<file path="config.mk">
export PLATFORM = sky130hd
export DESIGN_NAME = reorder_buffer_flat
export DESIGN_NICKNAME = d
export VERILOG_FILES = /design/src/rtl/reorder_buffer_pkg.sv /design/src/rtl/reorder_buffer_if.sv /design/src/rtl/reorder_buffer_pointer_ctrl.sv /design/src/rtl/reorder_buffer.sv /design/src/flat_wrapper.sv
export SDC_FILE = /design/constraint.sdc
export NUM_CORES = 2
export LEC_CHECK = 0
export CELL_PAD_IN_SITES_DETAIL_PLACEMENT = 0
export CELL_PAD_IN_SITES_GLOBAL_PLACEMENT = 1
export CORE_ASPECT_RATIO = 1.25
export CORE_MARGIN = 8
export CORE_UTILIZATION = 30
export CTS_CLUSTER_DIAMETER = 200
export DETAILED_ROUTE_END_ITERATION = 10
export PLACE_DENSITY = 0.57
export SKIP_LAST_GASP = 1
export SYNTH_ARGS = -nofsm -noshare
export SYNTH_HDL_FRONTEND = slang
export SYNTH_HIERARCHICAL = 1
export SYNTH_SLANG_ARGS = --single-unit
</file>
<file path="constraint.sdc">
create_clock -name clk -period 17.6 [get_ports clk]
set_input_delay 3.52 -clock clk [delete_from_list [all_inputs] [get_ports clk]]
set_output_delay 3.52 -clock clk [all_outputs]
set_load 0.03 [all_outputs]
</file>
<file path="src/rtl/reorder_buffer_pkg.sv">
// Shared sizing, entry-type encodings and the per-entry record for the reorder buffer.
// Imported by the interface, the pointer controller and the top.
package rob_pkg;
    localparam int ROB_SIZE = 16;
    localparam int TAG_W    = 4;

    localparam logic [1:0] ROB_T_REG    = 2'd0;
    localparam logic [1:0] ROB_T_STORE  = 2'd1;
    localparam logic [1:0] ROB_T_BRANCH = 2'd2;
    localparam logic [1:0] ROB_T_OTHER  = 2'd3;

    typedef struct packed {
        logic        busy;
        logic        ready;
        logic [1:0]  typ;
        logic [4:0]  rd;
        logic [31:0] value;
        logic        mispredict;
        logic [31:0] next_pc;
    } rob_entry_t;
endpackage

</file>
<file path="src/rtl/reorder_buffer_if.sv">
// Issue / CDB / commit bundle between the core and the reorder buffer.
// Optional ROB_QUERY_EN adds two operand-query ports for rename.
interface reorder_buffer_if;
    import rob_pkg::*;

    logic             rdy;
    logic             issue_valid;
    logic [1:0]       issue_type;
    logic [4:0]       issue_rd;
    logic [TAG_W-1:0] issue_tag;
    logic             rob_full;
    logic             cdb_valid;
    logic [TAG_W-1:0] cdb_tag;
    logic [31:0]      cdb_value;
    logic             cdb_mispredict;
    logic [31:0]      cdb_next_pc;
    logic             register_update_flag;
    logic [4:0]       register_commit_dest;
    logic [31:0]      register_commit_value;
    logic [TAG_W-1:0] rename_of_commit_ins;
    logic             store_commit_valid;
    logic [TAG_W-1:0] store_commit_tag;
    logic             rob_flush;
    logic [31:0]      flush_pc;
`ifdef ROB_QUERY_EN
    logic [TAG_W-1:0] q1_tag;
    logic [TAG_W-1:0] q2_tag;
    logic             q1_ready;
    logic [31:0]      q1_value;
    logic             q2_ready;
    logic [31:0]      q2_value;
`endif

    modport master (
        output rdy, issue_valid, issue_type, issue_rd,
        output cdb_valid, cdb_tag, cdb_value, cdb_mispredict, cdb_next_pc,
`ifdef ROB_QUERY_EN
        output q1_tag, q2_tag,
        input  q1_ready, q1_value, q2_ready, q2_value,
`endif
        input  issue_tag, rob_full,
        input  register_update_flag, register_commit_dest, register_commit_value,
        input  rename_of_commit_ins, store_commit_valid, store_commit_tag,
        input  rob_flush, flush_pc
    );

    modport slave (
        input  rdy, issue_valid, issue_type, issue_rd,
        input  cdb_valid, cdb_tag, cdb_value, cdb_mispredict, cdb_next_pc,
`ifdef ROB_QUERY_EN
        input  q1_tag, q2_tag,
        output q1_ready, q1_value, q2_ready, q2_value,
`endif
        output issue_tag, rob_full,
        output register_update_flag, register_commit_dest, register_commit_value,
        output rename_of_commit_ins, store_commit_valid, store_commit_tag,
        output rob_flush, flush_pc
    );
endinterface

</file>
<file path="src/rtl/reorder_buffer_pointer_ctrl.sv">
// Head/tail/count registers of the reorder buffer; full/empty derived from count.
// Latency: pointers move on the edge of the alloc/retire; flush zeroes them in one edge.
// Backpressure: none here; callers gate i_alloc with o_full.
module rob_pointer_ctrl
    import rob_pkg::*;
(
    input  logic             clk,
    input  logic             rst,
    input  logic             i_alloc,
    input  logic             i_retire,
    input  logic             i_flush,
    output logic [TAG_W-1:0] o_head,
    output logic [TAG_W-1:0] o_tail,
    output logic [TAG_W:0]   o_count,
    output logic             o_full,
    output logic             o_empty
);
    logic [TAG_W-1:0] r_head;
    logic [TAG_W-1:0] r_tail;
    logic [TAG_W:0]   r_count;

    // Pointers are exactly TAG_W wide so the increment wraps at ROB_SIZE for free.
    always_ff @(posedge clk) begin
        if (rst || i_flush) begin
            r_head  <= '0;
            r_tail  <= '0;
            r_count <= '0;
        end else begin
            if (i_alloc)
                r_tail <= r_tail + TAG_W'(1);
            if (i_retire)
                r_head <= r_head + TAG_W'(1);
            unique case ({i_alloc, i_retire})
                2'b10:   r_count <= r_count + (TAG_W+1)'(1);
                2'b01:   r_count <= r_count - (TAG_W+1)'(1);
                default: r_count <= r_count;
            endcase
        end
    end

    assign o_head  = r_head;
    assign o_tail  = r_tail;
    assign o_count = r_count;
    assign o_full  = (r_count == (TAG_W+1)'(ROB_SIZE));
    assign o_empty = (r_count == '0);
endmodule

</file>
<file path="src/rtl/reorder_buffer.sv">
// In-order retirement buffer: allocates on issue, captures CDB results, retires one ready head per cycle.
// Latency: commit pulses are registered, one edge after the head becomes ready; optional ROB_QUERY_EN query ports.
// Backpressure: rob_full stalls the issuer; rdy low freezes all state and outputs.
module reorder_buffer
    import rob_pkg::*;
(
    input  logic             clk,
    input  logic             rst,
    reorder_buffer_if.slave  bus
);
    rob_entry_t       r_ent [ROB_SIZE];

    logic             r_reg_upd;
    logic [4:0]       r_reg_dest;
    logic [31:0]      r_reg_val;
    logic [TAG_W-1:0] r_rename;
    logic             r_st_vld;
    logic [TAG_W-1:0] r_st_tag;
    logic             r_flush;
    logic [31:0]      r_flush_pc;

    logic [TAG_W-1:0] w_head;
    logic [TAG_W-1:0] w_tail;
    logic [TAG_W:0]   w_count;
    logic             w_full;
    logic             w_empty;
    logic             w_alloc;
    logic             w_wb;
    logic             w_retire;
    logic             w_flush;
    rob_entry_t       w_head_ent;

    assign w_head_ent = r_ent[w_head];

    // The cycle carrying the flush pulse is dead for issue and writeback.
    assign w_alloc  = bus.rdy && bus.issue_valid && !w_full && !r_flush;
    assign w_wb     = bus.rdy && bus.cdb_valid && !r_flush && r_ent[bus.cdb_tag].busy;
    assign w_retire = bus.rdy && !w_empty && w_head_ent.busy && w_head_ent.ready;
    assign w_flush  = w_retire && (w_head_ent.typ == ROB_T_BRANCH) && w_head_ent.mispredict;

    rob_pointer_ctrl u_ptr (
        .clk      (clk),
        .rst      (rst),
        .i_alloc  (w_alloc),
        .i_retire (w_retire),
        .i_flush  (w_flush),
        .o_head   (w_head),
        .o_tail   (w_tail),
        .o_count  (w_count),
        .o_full   (w_full),
        .o_empty  (w_empty)
    );

    always_ff @(posedge clk) begin
        if (rst) begin
            for (int i = 0; i < ROB_SIZE; i++)
                r_ent[i] <= '0;
        end else if (w_flush) begin
            for (int i = 0; i < ROB_SIZE; i++) begin
                r_ent[i].busy  <= 1'b0;
                r_ent[i].ready <= 1'b0;
            end
        end else begin
            if (w_wb) begin
                r_ent[bus.cdb_tag].ready      <= 1'b1;
                r_ent[bus.cdb_tag].value      <= bus.cdb_value;
                r_ent[bus.cdb_tag].mispredict <= bus.cdb_mispredict;
                r_ent[bus.cdb_tag].next_pc    <= bus.cdb_next_pc;
            end
            if (w_alloc) begin
                r_ent[w_tail].busy  <= 1'b1;
                r_ent[w_tail].ready <= 1'b0;
                r_ent[w_tail].typ   <= bus.issue_type;
                r_ent[w_tail].rd    <= bus.issue_rd;
            end
            if (w_retire)
                r_ent[w_head].busy <= 1'b0;
        end
    end

    // Commit outputs are single-cycle pulses; with rdy low they hold, as downstream is frozen too.
    always_ff @(posedge clk) begin
        if (rst) begin
            r_reg_upd  <= 1'b0;
            r_reg_dest <= '0;
            r_reg_val  <= '0;
            r_rename   <= '0;
            r_st_vld   <= 1'b0;
            r_st_tag   <= '0;
            r_flush    <= 1'b0;
            r_flush_pc <= '0;
        end else if (bus.rdy) begin
            r_reg_upd  <= 1'b0;
            r_reg_dest <= '0;
            r_reg_val  <= '0;
            r_rename   <= '0;
            r_st_vld   <= 1'b0;
            r_st_tag   <= '0;
            r_flush    <= 1'b0;
            r_flush_pc <= '0;
            if (w_retire) begin
                unique case (w_head_ent.typ)
                    ROB_T_REG: begin
                        r_reg_upd  <= (w_head_ent.rd != 5'd0);
                        r_reg_dest <= w_head_ent.rd;
                        r_reg_val  <= w_head_ent.value;
                        r_rename   <= w_head;
                    end
                    ROB_T_STORE: begin
                        r_st_vld <= 1'b1;
                        r_st_tag <= w_head;
                    end
                    ROB_T_BRANCH: begin
                        r_flush    <= w_head_ent.mispredict;
                        r_flush_pc <= w_head_ent.mispredict ? w_head_ent.next_pc : 32'd0;
                    end
                    default: ;
                endcase
            end
        end
    end

    assign bus.issue_tag             = w_tail;
    assign bus.rob_full              = w_full;
    assign bus.register_update_flag  = r_reg_upd;
    assign bus.register_commit_dest  = r_reg_dest;
    assign bus.register_commit_value = r_reg_val;
    assign bus.rename_of_commit_ins  = r_rename;
    assign bus.store_commit_valid    = r_st_vld;
    assign bus.store_commit_tag      = r_st_tag;
    assign bus.rob_flush             = r_flush;
    assign bus.flush_pc              = r_flush_pc;

`ifdef ROB_QUERY_EN
    logic w_q1_fwd;
    logic w_q2_fwd;
    assign w_q1_fwd     = w_wb && (bus.cdb_tag == bus.q1_tag);
    assign w_q2_fwd     = w_wb && (bus.cdb_tag == bus.q2_tag);
    assign bus.q1_ready = w_q1_fwd || (r_ent[bus.q1_tag].busy && r_ent[bus.q1_tag].ready);
    assign bus.q1_value = w_q1_fwd ? bus.cdb_value : r_ent[bus.q1_tag].value;
    assign bus.q2_ready = w_q2_fwd || (r_ent[bus.q2_tag].busy && r_ent[bus.q2_tag].ready);
    assign bus.q2_value = w_q2_fwd ? bus.cdb_value : r_ent[bus.q2_tag].value;
`endif
endmodule

</file>
<file path="src/flat_wrapper.sv">
// flat-port wrapper written by rule: the top's interface ports become plain ports
module reorder_buffer_flat import rob_pkg::*;
  (clk, rst, bus_rdy, bus_issue_valid, bus_issue_type, bus_issue_rd, bus_cdb_valid, bus_cdb_tag, bus_cdb_value, bus_cdb_mispredict, bus_cdb_next_pc, bus_issue_tag, bus_rob_full, bus_register_update_flag, bus_register_commit_dest, bus_register_commit_value, bus_rename_of_commit_ins, bus_store_commit_valid, bus_store_commit_tag, bus_rob_flush, bus_flush_pc);
  reorder_buffer_if bus_i ();
  input  logic clk;
  input  logic rst;
  input wire logic [$bits(bus_i.rdy)-1:0] bus_rdy;
  input wire logic [$bits(bus_i.issue_valid)-1:0] bus_issue_valid;
  input wire logic [$bits(bus_i.issue_type)-1:0] bus_issue_type;
  input wire logic [$bits(bus_i.issue_rd)-1:0] bus_issue_rd;
  input wire logic [$bits(bus_i.cdb_valid)-1:0] bus_cdb_valid;
  input wire logic [$bits(bus_i.cdb_tag)-1:0] bus_cdb_tag;
  input wire logic [$bits(bus_i.cdb_value)-1:0] bus_cdb_value;
  input wire logic [$bits(bus_i.cdb_mispredict)-1:0] bus_cdb_mispredict;
  input wire logic [$bits(bus_i.cdb_next_pc)-1:0] bus_cdb_next_pc;
  output wire logic [$bits(bus_i.issue_tag)-1:0] bus_issue_tag;
  output wire logic [$bits(bus_i.rob_full)-1:0] bus_rob_full;
  output wire logic [$bits(bus_i.register_update_flag)-1:0] bus_register_update_flag;
  output wire logic [$bits(bus_i.register_commit_dest)-1:0] bus_register_commit_dest;
  output wire logic [$bits(bus_i.register_commit_value)-1:0] bus_register_commit_value;
  output wire logic [$bits(bus_i.rename_of_commit_ins)-1:0] bus_rename_of_commit_ins;
  output wire logic [$bits(bus_i.store_commit_valid)-1:0] bus_store_commit_valid;
  output wire logic [$bits(bus_i.store_commit_tag)-1:0] bus_store_commit_tag;
  output wire logic [$bits(bus_i.rob_flush)-1:0] bus_rob_flush;
  output wire logic [$bits(bus_i.flush_pc)-1:0] bus_flush_pc;
  assign bus_i.rdy = bus_rdy;
  assign bus_i.issue_valid = bus_issue_valid;
  assign bus_i.issue_type = bus_issue_type;
  assign bus_i.issue_rd = bus_issue_rd;
  assign bus_i.cdb_valid = bus_cdb_valid;
  assign bus_i.cdb_tag = bus_cdb_tag;
  assign bus_i.cdb_value = bus_cdb_value;
  assign bus_i.cdb_mispredict = bus_cdb_mispredict;
  assign bus_i.cdb_next_pc = bus_cdb_next_pc;
  assign bus_issue_tag = bus_i.issue_tag;
  assign bus_rob_full = bus_i.rob_full;
  assign bus_register_update_flag = bus_i.register_update_flag;
  assign bus_register_commit_dest = bus_i.register_commit_dest;
  assign bus_register_commit_value = bus_i.register_commit_value;
  assign bus_rename_of_commit_ins = bus_i.rename_of_commit_ins;
  assign bus_store_commit_valid = bus_i.store_commit_valid;
  assign bus_store_commit_tag = bus_i.store_commit_tag;
  assign bus_rob_flush = bus_i.rob_flush;
  assign bus_flush_pc = bus_i.flush_pc;
  reorder_buffer u_core (.clk(clk), .rst(rst), .bus(bus_i));
endmodule
</file>
Word level (Yosys, flattened, before mapping)
Memories as Yosys holds them, arrays and structs flattened. A register that Yosys moved wholly into a read port is not among the register bits.
Cells that the tools add are included.
{"block": "classes", "addsub": 4, "n_mux": 78, "bitwise": 32, "n_eq_ne": 5, "n_reduce_logical": 22}
{"op": "$mux W74", "count": 3}
{"op": "$reduce_or A74 Y1", "count": 3}
{"op": "$mux W32", "count": 5}
{"op": "$mux W1", "count": 55}
{"op": "$mux W4", "count": 11}
{"op": "$or A1 B1 Y1", "count": 32}
{"op": "$logic_and A1 B1 Y1", "count": 11}
{"op": "$mux W5", "count": 2}
{"op": "$pmux W5 S2", "count": 1}
{"op": "$add A4 B1 Y4 const B", "count": 2}
{"op": "$add A5 B1 Y5 const B", "count": 1}
{"op": "$eq A5 B5 Y1 const B", "count": 1}
{"op": "$logic_not A5 Y1", "count": 1}
{"op": "$reduce_bool A5 Y1", "count": 1}
{"op": "$sub A5 B1 Y5 const B", "count": 1}
{"op": "$eq A2 B1 Y1 const B", "count": 2}
{"op": "$eq A2 B2 Y1 const B", "count": 2}
{"op": "$logic_not A1 Y1", "count": 3}
{"op": "$mux W3", "count": 1}
{"op": "$logic_not A2 Y1", "count": 1}
{"op": "$reduce_bool A2 Y1", "count": 1}
{"op": "$logic_or A1 B1 Y1", "count": 1}
{"block": "totals", "input_bits": 81, "word_cells": 153, "output_inout_bits": 85, "n_memories": 1, "reg_bits": 93, "ramBits": 1184}
{"memory": "u_core.r_ent", "depth": 16, "word_bits": 74, "read_ports": 2, "rd_ports_with_merged_regs": 1, "wr": 16, "line": "reorder_buffer.sv:11", "rtl": "rob_entry_t r_ent [ROB_SIZE];"}

Longest topological paths before layout
{"block": "depth", "depth_word": 12, "mapped_depth": 19, "ltp_nobuf": 12}

Cells and area by module
Netlist, hierarchy kept.
{"module": "reorder_buffer", "cells_each": 3478, "n_inst": 1, "seq_area_each_um2": 36835.3, "area_per_inst_um2": 56327.8}
{"module": "rob_pointer_ctrl", "cells_each": 77, "n_inst": 1, "seq_area_each_um2": 260.2, "area_per_inst_um2": 699.4}

Worst setup path before layout
Ideal clock, no wire load.
{"block": "synth_timing", "kind": "input to register", "from": "in bus_cdb_tag[0]", "to": "mem u_core/r_ent[2][0] (netlist bit) (enable)", "required_time_ps": 17022, "arrival_ps": 9293, "cell_stages": 7, "slack_ps": 7729, "n_path_buf": 2, "path_cell_list": "buf_2 mux4_2 mux4_2 and2_1 buf_2 nand3_1 o21ai_0"}
{"element": "start: declaration", "line": "flat_wrapper.sv:12", "rtl": "input wire logic [$bits(bus_i.cdb_tag)-1:0] bus_cdb_tag;"}
{"element": "end: declaration", "line": "reorder_buffer.sv:11"}

==> impl_metrics.toml <==
[cts]
clk_pin_slew_ns = 0.06
cts-htree-levels = 4
cts_setup_buffers = 0
clockBufferDepth = 3
ctsRootBufferMaster = "clkbuf_16"
cts_tree = "built"
cts_resized = 0
hold_buffers = 0
clkLatencyLatePin_ns = 0.78
cts.sinks = 1277
cts_buffers = 143

[sta]
fmax_mhz = 126
maxSlewHeadroom_pct = 13.5
worstMarginPinSlew_ns = 1.28
setup_tns_ns = 0
slew_viol_final = 0
rsz0062_at_grt = "false"
min_period_ns = 7.95
worst_clock_skew_ns = 0.0258
finalCritPeriodShare_pct = 45.2
hold_viol_final = 0
setup_violations = 0
holdWs_ns = 0.463

[drt]
viasPerCell = 4.89
antenna_left = 0
dr.pass1.iters = 8
avgRoutedWirePerCell_um = 26.9
remaining_drc_errors = 0
drt-total-wl_um = 169000
drt_iter0_drc = 2402
num_vias = 30600

[logic_synthesis]
ys_async_sr_fraction_pct = 0
synth_edf_count = 1152
syn_nets = 3641
muxShareOfSynthArea_pct = 14.5
syn_area_mm2 = 0.0570
synth-compound-area-share_pct = 3.33
synth_area_per_cell_um2 = 16.0
synthFlopType = "edfxtp_1"
ys_types = 62
synth_xor_xnor_area_share_pct = 0.154
ys_seq_area_share_pct = 65.0
ys_warn_count = 6
yosys.area_share.simple_pct = 14.3
synthAdderAreaFrac_pct = 0.110
ys_ff_latch = 1277
synth_top_family_by_area = "multiplexers"
syn_inst = 3555

[power]
p_sw_uw = 1430
clkPwrFrac_pct = 44.2
leakage_uw = 0.0227
pwr_density_cell_mw_per_mm2 = 99.2
p_int_uw = 5090
seqPwrFrac_pct = 52.3
comb_power_share_pct = 3.6
swShare_pct = 21.9
ir_drop_mv = 0.104

[critical_path]
worst_r2r_path_depth = 10
crit_path_max_incr_delay_ns = 0.92
arrival_ns = 8.34
end_kind = "flop"
critPathLaunchType = "primary input"
cp_slowest_cell = "clkdlybuf4s50_1"
path_max_fanout = 67
cp.depth = 9
cp_top_family = "buffers and inverters"
worstPathRequired_ns = 17.99
critical_path_class = "in2reg"
path_buf_inv = 3
crit_chain = "clkdlybuf4s50_1, mux4_2, mux4_2, and2_1, nand3_1, a21oi_4, buf_4, or2_4, buf_4"

[final_layout]
final_cell_mix = "and2_1, edfxtp_1, mux4_2, clkdlybuf4s50_1, clkbuf_16"
area_delta_synth_final_pct = 15.3
final_util_pct = 34.7
multi_input_area_mm2 = 0.0188
layout.nets = 3699
nFillCells = 18000
final_common_cell = "and2_1"
regArea_mm2 = 0.0371
drive_gt1_share_pct = 19.1

[placed_design]
numPortBuffers = 165
gp_congestion = 0.745
hpwlAfterDp_um = 93700

[floorplan]
coreArea_mm2 = 0.190
pin_count = 166
die_area_mm2 = 0.204
std_cell_rows = 179
start_util_pct = 30.1
die_w_um = 406
die_y_um = 503

[grt]
grt_pass1_wl_um = 242000
grt_usage_pct = 16.3
gr-total-overflow = 0
antenna_found_initial = 29
grt_pass1_vias = 32400
grt_max_degree = 121

[min_path]
hp-class = "reg2reg"
hold_depth = 2

[status]
status = "finished clean"

[flow_run]
cap_violations = 0
Yosys cell counts, types with 9 or more instances:
library cell,n,area (um2)
edfxtp_1,1152,34600
nand2_1,29,109
nand3_1,9,45.0
a22o_1,44,385
o211a_1,27,270
mux4_2,366,8240
a2bb2oi_1,15,131
o21ai_0,33,165
dfxtp_1,125,2500
clkbuf_1,227,852
buf_1,16,60.1
buf_6,11,124
a32oi_1,32,280
or4_1,15,113
a21oi_2,17,149
buf_2,61,305
a22oi_1,14,105
a21oi_1,15,75.1
nor2_1,58,218
and2_1,1155,7230
buf_4,9,67.6
power groups by stage:
stage | Clock (uW) | Combinational, uW | Sequential, uW
after floorplan | 0 | 113 | 3480
after global placement | 0 | 238 | 3470
after detailed placement | 0 | 239 | 3480
after CTS | 2960 | 239 | 3410
after global routing | 3070 | 248 | 3420
final | 2880 | 232 | 3410
cells by family after synthesis:
kind of cell	count (synthesis)
mux	370
buf+inv	334
xor+xnor	10
flops	1277
fa+ha+maj	5
compound gates	233
simple gates	1326
final cells by class:
type                    instances  area share, %
well taps                    2534           4.82
diodes                          6         0.0228
multi-input cells            1944           28.6
clock buffers                 192           5.94
repair buffers                242           3.40
flip-flops and latches       1277           56.4
inverters                       5         0.0323
clock inverters                65          0.807
stage by stage:
stage | worst slack, ns | total power [uW] | instances | instance area (um2)
2_1_floorplan | 7.73 | 3590 | 3555 | 57000
3_3_place_gp | 8.78 | 3710 | 6002 | 61300
3_5_place_dp | 8.80 | 3720 | 6002 | 61300
4_1_cts | 9.65 | 6620 | 6259 | 65800
5_1_grt | 9.42 | 6730 | 6261 | 65800
6_report | 9.65 | 6520 | 6265 | 65800
per-layer routing:
metal	global-route usage (%)	vias up	part of all wire [%]	wire length, um
li1	-	13500	-	-
met1	21.4	16200	43	72100
met2	27.9	774	50	84200
met3	3.00	211	5.3	8860
met4	3.84	12	2.0	3370
met5	0	-	0.049	83
sequential cells by signal (all words and copies together), names as in the netlist, 5 cells and up:
register	cells
u_core/r_ent	1184
u_core/u_ptr/o_count	5
u_core/bus.register_commit_value	32
u_core/bus.register_commit_dest	5
u_core/bus.flush_pc	32
tightest hold or removal path, cell delays in order, from the launching register on:
cell	delay (ns)
dfxtp_1	0.33
nand2_1	0.05
o21ai_0	0.06
worst paths after layout:
kind / slack [ns] / from / to
worst min register to register: 0.46 / u_core/bus.store_commit_tag[0] / u_core/bus.store_commit_tag[0]
worst min-delay path: 0.46 / u_core/bus.store_commit_tag[0] / u_core/bus.store_commit_tag[0]
worst max-delay path: 9.65 / bus_cdb_tag[1] / u_core/r_ent[10][15]
worst max register to register: 11.45 / u_core/u_ptr/o_head[0] / u_core/r_ent[14][50]
Power figures use the tool's default switching activity.
